<file path="config.mk">
export PLATFORM = sky130hd
export DESIGN_NAME = sequenciador_notas
export DESIGN_NICKNAME = d
export VERILOG_FILES = /design/src/rtl/sequenciador_notas.sv
export SDC_FILE = /design/constraint.sdc
export NUM_CORES = 1
export LEC_CHECK = 0
export CAP_MARGIN = 0
export CORE_MARGIN = 8
export CORE_UTILIZATION = 40
export CTS_CLUSTER_DIAMETER = 150
export CTS_CLUSTER_SIZE = 12
export DETAILED_ROUTE_END_ITERATION = 12
export SLEW_MARGIN = 5
export SYNTH_ARGS = -nofsm -noshare
export SYNTH_HDL_FRONTEND = slang
export SYNTH_SLANG_ARGS = --single-unit
export TNS_END_PERCENT = 10
</file>
<file path="constraint.sdc">
create_clock -name Clock -period 2.5 [get_ports Clock]
set_input_delay 0.375 -clock Clock [delete_from_list [all_inputs] [get_ports Clock]]
set_output_delay 0.375 -clock Clock [all_outputs]
set_load 0.05 [all_outputs]
</file>
<file path="src/rtl/sequenciador_notas.sv">
// Note sequencer: plays NUM_PASSOS slots {TOM, NOTA, DUR}, each held DUR+1 cycles
// followed by a one-cycle silent gap, with optional looping and Fim on completion.
module sequenciador_notas #(
  parameter int unsigned NUM_PASSOS = 8,
  parameter int unsigned DUR_W      = 4
) (
  input  logic                          Clock,
  input  logic                          Reset,
  input  logic                          Start,
  input  logic                          Stop,
  input  logic                          Loop,
  input  logic                          Wr_en,
  input  logic [$clog2(NUM_PASSOS)-1:0] Wr_addr,
  input  logic [DUR_W+3:0]              Wr_data,
  output logic                          TOM_out,
  output logic [2:0]                    NOTAS,
  output logic                          Nota_valida,
  output logic                          Ocupado,
  output logic [$clog2(NUM_PASSOS)-1:0] Passo,
  output logic                          Fim
);

  localparam int unsigned PW = $clog2(NUM_PASSOS);
  localparam int unsigned SW = DUR_W + 4;

  typedef enum logic [1:0] {StOcioso, StTocando, StPausa} estado_e;

  estado_e          estado_q;
  logic [DUR_W-1:0] dur_q;
  logic [SW-1:0]    slots_q [NUM_PASSOS];

  logic [PW-1:0] passo_prox;
  logic [PW-1:0] idx_carga;
  logic [SW-1:0] slot_carga;
  logic          ultimo;

  // The slot to load is slot 0 when starting, otherwise the step after the current one.
  always_comb begin
    ultimo     = (Passo == PW'(NUM_PASSOS - 1));
    passo_prox = Passo + PW'(1);
    idx_carga  = (estado_q == StOcioso) ? '0 : passo_prox;
    slot_carga = slots_q[idx_carga];
  end

  always_ff @(posedge Clock or negedge Reset) begin
    if (!Reset) begin
      for (int i = 0; i < int'(NUM_PASSOS); i++) begin
        slots_q[i] <= '0;
      end
    end else if (Wr_en && !Ocupado) begin
      slots_q[Wr_addr] <= Wr_data;
    end
  end

  always_ff @(posedge Clock or negedge Reset) begin
    if (!Reset) begin
      estado_q    <= StOcioso;
      dur_q       <= '0;
      Passo       <= '0;
      TOM_out     <= 1'b0;
      NOTAS       <= 3'd0;
      Nota_valida <= 1'b0;
      Ocupado     <= 1'b0;
      Fim         <= 1'b0;
    end else begin
      Fim <= 1'b0;
      if (Stop) begin
        estado_q    <= StOcioso;
        dur_q       <= '0;
        Passo       <= '0;
        TOM_out     <= 1'b0;
        NOTAS       <= 3'd0;
        Nota_valida <= 1'b0;
        Ocupado     <= 1'b0;
      end else begin
        unique case (estado_q)
          StOcioso: begin
            if (Start) begin
              estado_q    <= StTocando;
              Passo       <= '0;
              TOM_out     <= slot_carga[SW-1];
              NOTAS       <= slot_carga[SW-2 -: 3];
              dur_q       <= slot_carga[DUR_W-1:0];
              Nota_valida <= 1'b1;
              Ocupado     <= 1'b1;
            end
          end
          StTocando: begin
            if (dur_q == '0) begin
              estado_q    <= StPausa;
              TOM_out     <= 1'b0;
              NOTAS       <= 3'd0;
              Nota_valida <= 1'b0;
            end else begin
              dur_q <= dur_q - DUR_W'(1);
            end
          end
          StPausa: begin
            // passo_prox wraps to 0 naturally after the last step
            if (!ultimo || Loop) begin
              estado_q    <= StTocando;
              Passo       <= passo_prox;
              TOM_out     <= slot_carga[SW-1];
              NOTAS       <= slot_carga[SW-2 -: 3];
              dur_q       <= slot_carga[DUR_W-1:0];
              Nota_valida <= 1'b1;
            end else begin
              estado_q <= StOcioso;
              Passo    <= '0;
              Ocupado  <= 1'b0;
              Fim      <= 1'b1;
            end
          end
          default: estado_q <= StOcioso;
        endcase
      end
    end
  end

endmodule

</file>
## Word-level counts from Yosys, hierarchy flattened

Cells that the tools add are included.

| storage, ports and cells | value |
|---|---|
| bits in registers | 80 |
| bits of input ports | 17 |
| output and inout bits | 10 |
| logic and storage cells | 86 |

| operators by class | value |
|---|---|
| add/sub/neg operators | 2 |
| magnitude comparators | 3 |
| eq/ne operators | 8 |
| multiplexer cells | 41 |
| bitwise logic cells | 2 |
| reductions and logical operators | 14 |

Operators with widths:

| cell | number |
|---|---|
| bitwise mux 64 bit | 1 |
| binary-select mux 8 bit (select 3 bit) | 1 |
| demux 8 bit (select 3 bit) | 1 |
| two-way mux 3 bit | 8 |
| two-way mux 8 bit | 3 |
| two-way mux 4 bit | 4 |
| != test 3 bit (second input constant) | 5 |
| two-way mux 1 bit | 13 |
| case mux 4 bit (3 select lines) | 1 |
| case mux 3 bit (3 select lines) | 1 |
| greater-or-equal comparator 4 bit (second input constant) | 2 |
| NOT 3 -> 4 bit | 2 |
| AND reduction 4 bit | 2 |
| two-way mux 2 bit | 3 |
| case mux 1 bit (3 select lines) | 2 |
| case mux 2 bit (3 select lines) | 1 |
| case mux 3 bit (2 select lines) | 1 |
| zero test 4 bit | 1 |
| < comparator 4 x 1 -> 1 bit (second input constant) | 1 |
| AND reduction 2 bit | 2 |
| nonzero test 4 bit | 1 |
| subtractor 4 x 1 -> 4 bit (second input constant) | 1 |
| adder 3 x 1 -> 3 bit (second input constant) | 1 |
| equality test 3 bit (second input constant) | 1 |
| 9 further kinds | 11 |

## Logic depth before layout (Yosys ltp)

Gate-level depths: netlist of the first run.

| logic depth | value |
|---|---|
| depth after elaboration | 9 |
| mapped depth | 8 |
| mapped depth without buffers | 6 |

## Worst setup path after synthesis of the first run

Ideal clock, no wire load.

| path | value |
|---|---|
| path type | register -> register |
| start point | reg Passo[0] |
| end point | reg dur_q[2] |
| library setup time | 136 ps |
| data arrival time | 2160 ps |
| data required time | 2364 ps |
| path slack | 204 ps |
| stages on the path, launching flop included | 8 |
| path buffers | 1 |
| clock period less this slack | 2296 ps |
| cells stage by stage | dfrtp_1 > ha_1 > ha_1 > buf_2 > nor2_1 > a221o_1 > a2111oi_2 > nor3_1 |

| on the way | value |
|---|---|
| longest elaborated chain between the ends | 9 |
| elaborated cells on any way between the ends | 15 |
| classes of those cells | add/sub (1); eq/ne (2); mux (8); bitwise (1); reduce/logical (3) |

Ends and longest elaborated chain:

| element | line | RTL |
|---|---|---|
| start: declaration | 19 | `output logic [$clog2(NUM_PASSOS)-1:0] Passo,` |
| start signal: assignment | 102 | `Passo <= passo_prox;` |
| adder 3 x 1 -> 3 bit | 40 | `passo_prox = Passo + PW'(1);` |
| two-way mux 3 bit | 41 | `idx_carga = (estado_q == StOcioso) ? '0 : passo_prox;` |
| NOT 3 -> 4 bit (not written as such) | 42 | `slot_carga = slots_q[idx_carga];` |
| binary-select mux 8 bit (select 3 bit) | 42 |  |
| two-way mux 8 bit (not written as such) (2 in series) | 42 |  |
| two-way mux 4 bit, on equally long branches | 100, 78 |  |
| case mux 4 bit (3 select lines) | 76 | `unique case (estado_q)` |
| two-way mux 4 bit | 67 | `if (Stop) begin` |
| end signal: assignment | 83 | `dur_q <= slot_carga[DUR_W-1:0];` |
| end signal: assignment | 95 | `dur_q <= dur_q - DUR_W'(1);` |
| end signal: assignment | 105 | `dur_q <= slot_carga[DUR_W-1:0];` |
| end: declaration | 29 | `logic [DUR_W-1:0] dur_q;` |

Several ways; a longest one is shown, not always the timed one. The select of a mux whose other input is x is not followed.
A chain may end at the register's enable or synchronous reset.

## Final worst setup path of the first run

| path | value |
|---|---|
| start point | reg estado_q[0] |
| end point | reg NOTAS[1] |

| on the way | value |
|---|---|
| longest elaborated chain between the ends | 9 |
| elaborated cells on any way between the ends | 17 |
| classes of those cells | eq/ne (5); mux (8); bitwise (1); reduce/logical (3) |

Ends and longest elaborated chain:

| element | line | RTL |
|---|---|---|
| start: declaration | 28 | `estado_e estado_q;` |
| start signal: assignment | 57 | `estado_q <= StOcioso;` |
| start signal: assignment | 68 | `estado_q <= StOcioso;` |
| start signal: assignment | 79 | `estado_q <= StTocando;` |
| zero test 2 bit | 41, 76 |  |
| two-way mux 3 bit | 41 |  |
| NOT 3 -> 4 bit (not written as such) | 42 |  |
| binary-select mux 8 bit (select 3 bit) | 42 |  |
| two-way mux 8 bit (not written as such) (2 in series) | 42 |  |
| two-way mux 3 bit, on equally long branches | 100, 78 |  |
| case mux 3 bit (3 select lines) | 76 |  |
| two-way mux 3 bit | 67 |  |
| end signal: assignment | 82 | `NOTAS <= slot_carga[SW-2 -: 3];` |
| end signal: assignment | 104 | `NOTAS <= slot_carga[SW-2 -: 3];` |
| end: declaration | 16 | `output logic [2:0] NOTAS,` |

Several ways; a longest one is shown, not always the timed one. The select of a mux whose other input is x is not followed.

==> flow_metrics.py, run 1 <==
metrics = {
    "outcome": {
        "run_status": "complete, but fails checks",
        "violations": "negative hold slack",
    },
    "timing": {
        "tightest_slew_ns": 0.566,
        "hold_viol_final": 10,
        "slew_headroom_pct": 62.3,
        "fin_hold_ws_ns": -0.0169,
        "clock_skew_ns": 0.00812,
        "fin_tns_setup_ns": 0,
        "finalCritPeriodShare_pct": 89.9,
        "fmax_mhz": 445,
        "rsz0062_at_grt": "false",
        "min_period_ns": 2.25,
        "final-max-slew-violation-count": 0,
        "finalSetupViolCount": 0,
    },
    "yosys": {
        "synth_nets": 348,
        "syn_inst": 323,
        "ys_types": 52,
        "ys_ff_latch": 80,
        "syn_area_sq_um": 4020,
        "avgSynthCellArea_sq_um": 12.5,
        "async_flop_share_pct": 100,
        "synth_warnings": 0,
        "ys.flop_type": "dfrtp_1",
        "synth_edf_count": 0,
        "seq_area_frac_synth_pct": 49.8,
    },
    "critical_path": {
        "critPathBufInv": 1,
        "path_cells": "inv_1, ha_1, nor2b_1, nor4b_2, nand2_1, o2bb2ai_1",
        "slowest_stage": "nor4b_2",
        "critPathTopFamily": "simple AND/OR/NAND/NOR gates",
        "critPathMaxFanout": 10,
        "path_class": "flop to flop",
        "cp.arrival_ns": 2.53,
        "cp-start-kind": "flop",
        "slowest_delay_ns": 0.52,
        "worst-endpoint-required_ns": 2.78,
        "cp-end-kind": "flop",
    },
    "route": {
        "drt_iter0_drc": 125,
        "avgRoutedWirePerCell_um": 19.0,
        "ant_nets": 0,
        "wl_um": 9560,
        "dr_total_vias": 2705,
        "post-route-drc-count": 0,
        "firstDrtPassIters": 4,
        "vias_per_cell": 5.38,
    },
    "cts": {
        "clock_path_buffers": 2,
        "cts_hold_buf": 0,
        "cts_resized": 0,
        "postCtsSetupBuffers": 0,
        "cts_tree": "yes",
        "cts_root_buf": "clkbuf_8",
        "htreeDepth": 3,
        "numCtsBuffers": 9,
        "clk_latency_ns": 0.35,
        "path_clk_slew_ns": 0.08,
        "cts.sinks": 80,
    },
    "die": {
        "die_h_um": 116,
        "fp.dieW_um": 116,
        "dieArea_sq_um": 13500,
        "start_util_pct": 41.2,
        "rows": 36,
        "io_pins": 27,
        "core_area_sq_um": 9770,
    },
    "grt": {
        "grt_max_degree": 38,
        "grtUsageMet2_pct": 24.1,
        "grt_overflow_total": 0,
        "grt_usage_pct": 15.3,
        "use_met3_pct": 3.57,
        "grt_pass1_vias": 2878,
        "use_met1_pct": 20.0,
        "antenna_found_initial": 0,
        "grt_pass1_wl_um": 15600,
        "grt-busiest-layer": "met2",
    },
    "final_layout": {
        "drive_gt1_share_pct": 26.5,
        "fin_cells": 503,
        "syn_to_final_growth_pct": 18.1,
        "final_common_cell": "dfrtp_1",
        "final_cell_mix": "dfrtp_1 (80), mux2_2 (45), clkdlybuf4s50_1 (24)",
        "final_nets": 391,
        "n_antenna_cell": 0,
    },
    "pwr": {
        "powerDensity_nw_per_um2": 1050,
        "switching_power_uw": 1720,
        "switching_share_pct": 34.3,
        "sequentialPowerShare_pct": 40.8,
        "combPwrFrac_pct": 38.5,
        "p_leak_uw": 0.00198,
        "intPower_uw": 3290,
        "ir_drop_mv": 0.387,
        "clkPwrFrac_pct": 20.7,
    },
    "worst_hold_path": {
        "hp-class": "primary input to async pin",
    },
    "placement": {
        "dp.cells": 488,
        "dpl.hpwl_um": 6780,
        "io_buffer_count": 26,
        "finalWeightedCongestion": 0.777,
    },
    "run": {
        "drv_cap": 0,
    },
}
cells in the mapped netlist, types with 2 or more instances:
master,n,share of area [%]
or2_2,2,0.31
nor3_1,7,0.87
nand2b_1,6,0.93
a21oi_1,15,1.9
mux4_2,3,1.7
nand3_1,3,0.37
inv_1,10,0.93
nor3b_4,2,0.93
mux2_2,45,13
ha_1,8,2.5
and3b_1,2,0.44
buf_2,10,1.2
a32oi_1,6,1.3
o21bai_1,10,1.9
clkbuf_1,5,0.47
nand3b_1,6,1.1
o2bb2ai_1,4,0.87
mux2i_1,9,2.2
nor2b_1,6,0.93
nand2_1,15,1.4
a221o_1,5,1.2
a31oi_1,2,0.31
mux2_1,23,6.4
nor2_1,11,1.0
a32o_1,2,0.50
dfrtp_1,80,50
area by class of cell:
| class | count | area, sq um |
|---|---|---|
| Clock buffer | 10 | 128 |
| Clock inverter | 5 | 81.3 |
| Fill cell | 877 | 5020 |
| Inverter | 10 | 37.5 |
| Multi-Input combinational cell | 217 | 1900 |
| Sequential cell | 80 | 2000 |
| Tap cell | 133 | 166 |
| Timing Repair Buffer | 48 | 433 |
power groups by stage:
stage	clock network [uW]	logic, uW	registers, uW
detailed placement	0	1940	2060
global placement	0	1910	2060
CTS	1060	1950	2040
finish	1040	1930	2040
floorplan	0	1270	2140
global route	1120	2120	2110
layer usage:
metal | vias up | wire length, um
met5 | - | 0
met4 | 0 | 146
met3 | 16 | 507
met2 | 52 | 4520
met1 | 1360 | 4390
li1 | 1277 | -
registers in the layout, summed over array words and instances, names as in the netlist:
| register | cells |
|---|---|
| Passo | 3 |
| TOM_out | 1 |
| dur_q | 4 |
| Fim | 1 |
| slots_q | 64 |
| estado_q | 2 |
| Nota_valida | 1 |
| NOTAS | 3 |
| Ocupado | 1 |
cell families after synthesis:
group | after synthesis | share of synthesized area, %
mux | 81 | 23.3
flops | 80 | 49.8
simple gates | 70 | 10.6
compound gates | 57 | 10.7
buf+inv | 26 | 2.92
fa+ha+maj | 8 | 2.49
xor+xnor | 1 | 0.218
stage by stage:
stage                     power, uW  area, sq um  worst slack (ns)  hold slack (ns)  utilization [%]
after floorplan                3410         4020             0.204           0.0794                -
after global placement         3960         4540             0.259            0.378             46.5
after detailed placement       4010         4540             0.264            0.385             46.5
after CTS                      5050         4750             0.246          0.00240             48.6
after global routing           5340         4750            0.0474          0.00892             48.6
final                          5010         4750             0.252          -0.0169             48.6
path summary, 6_finish.rpt:
check                       startpoint          end  slack [ns]  depth (start not counted)
hold / removal                   Reset   slots_q[3]       -0.02                          1
setup reg to reg           estado_q[0]     NOTAS[1]        0.25                          6
setup / recovery           estado_q[0]     NOTAS[1]        0.25                          6
hold reg to reg            slots_q[19]  slots_q[19]        0.48                          1
min in group Clock         slots_q[19]  slots_q[19]        0.48                          1
max in group asynchronous        Reset  slots_q[49]        1.81                          2
No activity file was read; power rests on OpenSTA's default activity.
==> inputs of run 2 (changes only) <==
--- a/config.mk
+++ b/config.mk
@@ -8,6 +8,7 @@
 export CAP_MARGIN = 0
 export CORE_MARGIN = 8
 export CORE_UTILIZATION = 40
+export CTS_BUF_LIST = sky130_fd_sc_hd__clkbuf_8 sky130_fd_sc_hd__clkbuf_16
 export CTS_CLUSTER_DIAMETER = 150
 export CTS_CLUSTER_SIZE = 12
 export DETAILED_ROUTE_END_ITERATION = 12
==> flow_metrics.py, run 2 (synthesis results as in run 1) <==
metrics = {
    "timing": {
        "slew_headroom_pct": 62.3,
        "final-max-slew-violation-count": 0,
        "clock_skew_ns": 0.00812,
        "fin_hold_ws_ns": -0.0168,
        "min_period_ns": 2.25,
        "worst_slack_ns": 0.252,
        "hold_viol_final": 9,
        "finalSetupViolCount": 0,
        "finalCritPeriodShare_pct": 89.9,
        "fmax_mhz": 445,
        "rsz0062_at_grt": "false",
        "fin_tns_setup_ns": 0,
        "tightest_slew_ns": 0.565,
    },
    "cts": {
        "clk_latency_ns": 0.35,
        "cts.sinks": 80,
        "cts_resized": 0,
        "path_clk_slew_ns": 0.08,
        "cts_hold_buf": 0,
        "clock_path_buffers": 2,
        "numCtsBuffers": 9,
        "cts_tree": "yes",
        "htreeDepth": 3,
        "postCtsSetupBuffers": 0,
        "cts_root_buf": "clkbuf_8",
    },
    "critical_path": {
        "path_class": "flop to flop",
        "r2r-start": "estado_q[0]",
        "cp.arrival_ns": 2.53,
        "cp-end-kind": "flop",
        "slowest_delay_ns": 0.52,
        "critPathBufInv": 1,
        "slowest_stage": "nor4b_2",
        "cp-start-kind": "flop",
        "worst-endpoint-required_ns": 2.78,
        "critPathTopFamily": "simple AND/OR/NAND/NOR gates",
        "path_cells": "inv_1, ha_1, nor2b_1, nor4b_2, nand2_1, o2bb2ai_1",
        "crit_start": "estado_q[0]",
        "critPathMaxFanout": 10,
    },
    "die": {
        "io_pins": 27,
        "fp.dieW_um": 116,
        "start_util_pct": 41.2,
        "core_area_sq_um": 9770,
        "die_h_um": 116,
        "dieArea_sq_um": 13500,
        "rows": 36,
    },
    "grt": {
        "grt_pass1_wl_um": 15600,
        "grt_usage_pct": 15.3,
        "grt_overflow_total": 0,
        "antenna_found_initial": 0,
        "grt_pass1_vias": 2878,
        "grt_max_degree": 38,
    },
    "placement": {
        "dpl.hpwl_um": 6780,
        "dp.cells": 488,
        "io_buffer_count": 26,
        "finalWeightedCongestion": 0.777,
        "dp_slack_ns": 0.264,
    },
    "final_layout": {
        "final_nets": 391,
        "n_antenna_cell": 0,
        "drive_gt1_share_pct": 26.5,
        "fin_cells": 503,
        "reg.largest.list": "slots_q x64, dur_q x4",
        "largest_reg_flops": 64,
        "post-route-util_pct": 48.6,
        "final_common_cell": "dfrtp_1",
        "final_cell_mix": "dfrtp_1 (80), mux2_2 (45), clkdlybuf4s50_1 (24)",
        "syn_to_final_growth_pct": 18.1,
        "regMostFlops": "slots_q",
    },
    "route": {
        "vias_per_cell": 5.38,
        "firstDrtPassIters": 4,
        "dr_total_vias": 2708,
        "drt_iter0_drc": 125,
        "avgRoutedWirePerCell_um": 19.0,
        "post-route-drc-count": 0,
        "ant_nets": 0,
        "wl_um": 9560,
    },
    "pwr": {
        "ir_drop_mv": 0.387,
        "switching_power_uw": 1720,
        "sequentialPowerShare_pct": 40.8,
        "clkPwrFrac_pct": 20.6,
        "combPwrFrac_pct": 38.6,
        "switching_share_pct": 34.3,
        "p_leak_uw": 0.00199,
        "powerDensity_nw_per_um2": 1050,
        "intPower_uw": 3290,
    },
    "worst_hold_path": {
        "hp-class": "primary input to async pin",
    },
    "run": {
        "drv_cap": 0,
    },
    "outcome": {
        "violations": "negative hold slack",
        "run_status": "complete, but fails checks",
    },
}
run 2: changes by cell type in the layout (fill, tap and decap cells not counted), sizes merged:
cell and delta:
clkbuf -1, inv +1
run 2: power by group through the flow:
stage / clock [uW] / sequential, uW / combinational [uW]
2_1_floorplan: 0 / 2140 / 1270
3_3_place_gp: 0 / 2060 / 1910
3_5_place_dp: 0 / 2060 / 1940
4_1_cts: 1050 / 2040 / 1950
5_1_grt: 1110 / 2110 / 2120
6_report: 1030 / 2040 / 1930
run 2: final timing paths:
check	to	slack, ns	cells after the start
worst max-delay path	NOTAS[1]	0.25	6
worst min-delay path	slots_q[3]	-0.02	1
worst max register to register	NOTAS[1]	0.25	6
worst min register to register	slots_q[19]	0.48	1
max in group asynchronous	slots_q[49]	1.81	2
min in group Clock	slots_q[19]	0.48	1
run 2: stage by stage:
stage / power, uW / instance area, sq um
floorplan: 3410 / 4020
global placement: 3960 / 4540
detailed placement: 4010 / 4540
CTS: 5040 / 4750
global route: 5340 / 4750
finish: 5000 / 4750
run 2: layer usage:
metal  wire length, um  up-vias  global-route usage (%)
li1                  -     1277                       -
met1              4390     1361                    20.0
met2              4510       54                    24.1
met3               510       16                    3.57
met4               146        0                    6.22
met5                 0        -                       0
run 2: cell type report:
type | count | area [sq um]
well taps | 133 | 166
flip-flops and latches | 80 | 2000
repair buffers | 48 | 433
inverters | 10 | 37.5
clock buffers | 9 | 124
fillers | 877 | 5020
clock inverters | 6 | 85.1
multi-input cells | 217 | 1900
run 2: worst register-to-register path, delay by kind of cell, from the launching register on:
kind                       cells  cell delay (ns)
AOI/OAI and AO/OA              1             0.20
adders and majority gates      1             0.35
buffers and inverters          1             0.10
DFF                            1             0.47
and+or+nand+nor                3             1.07
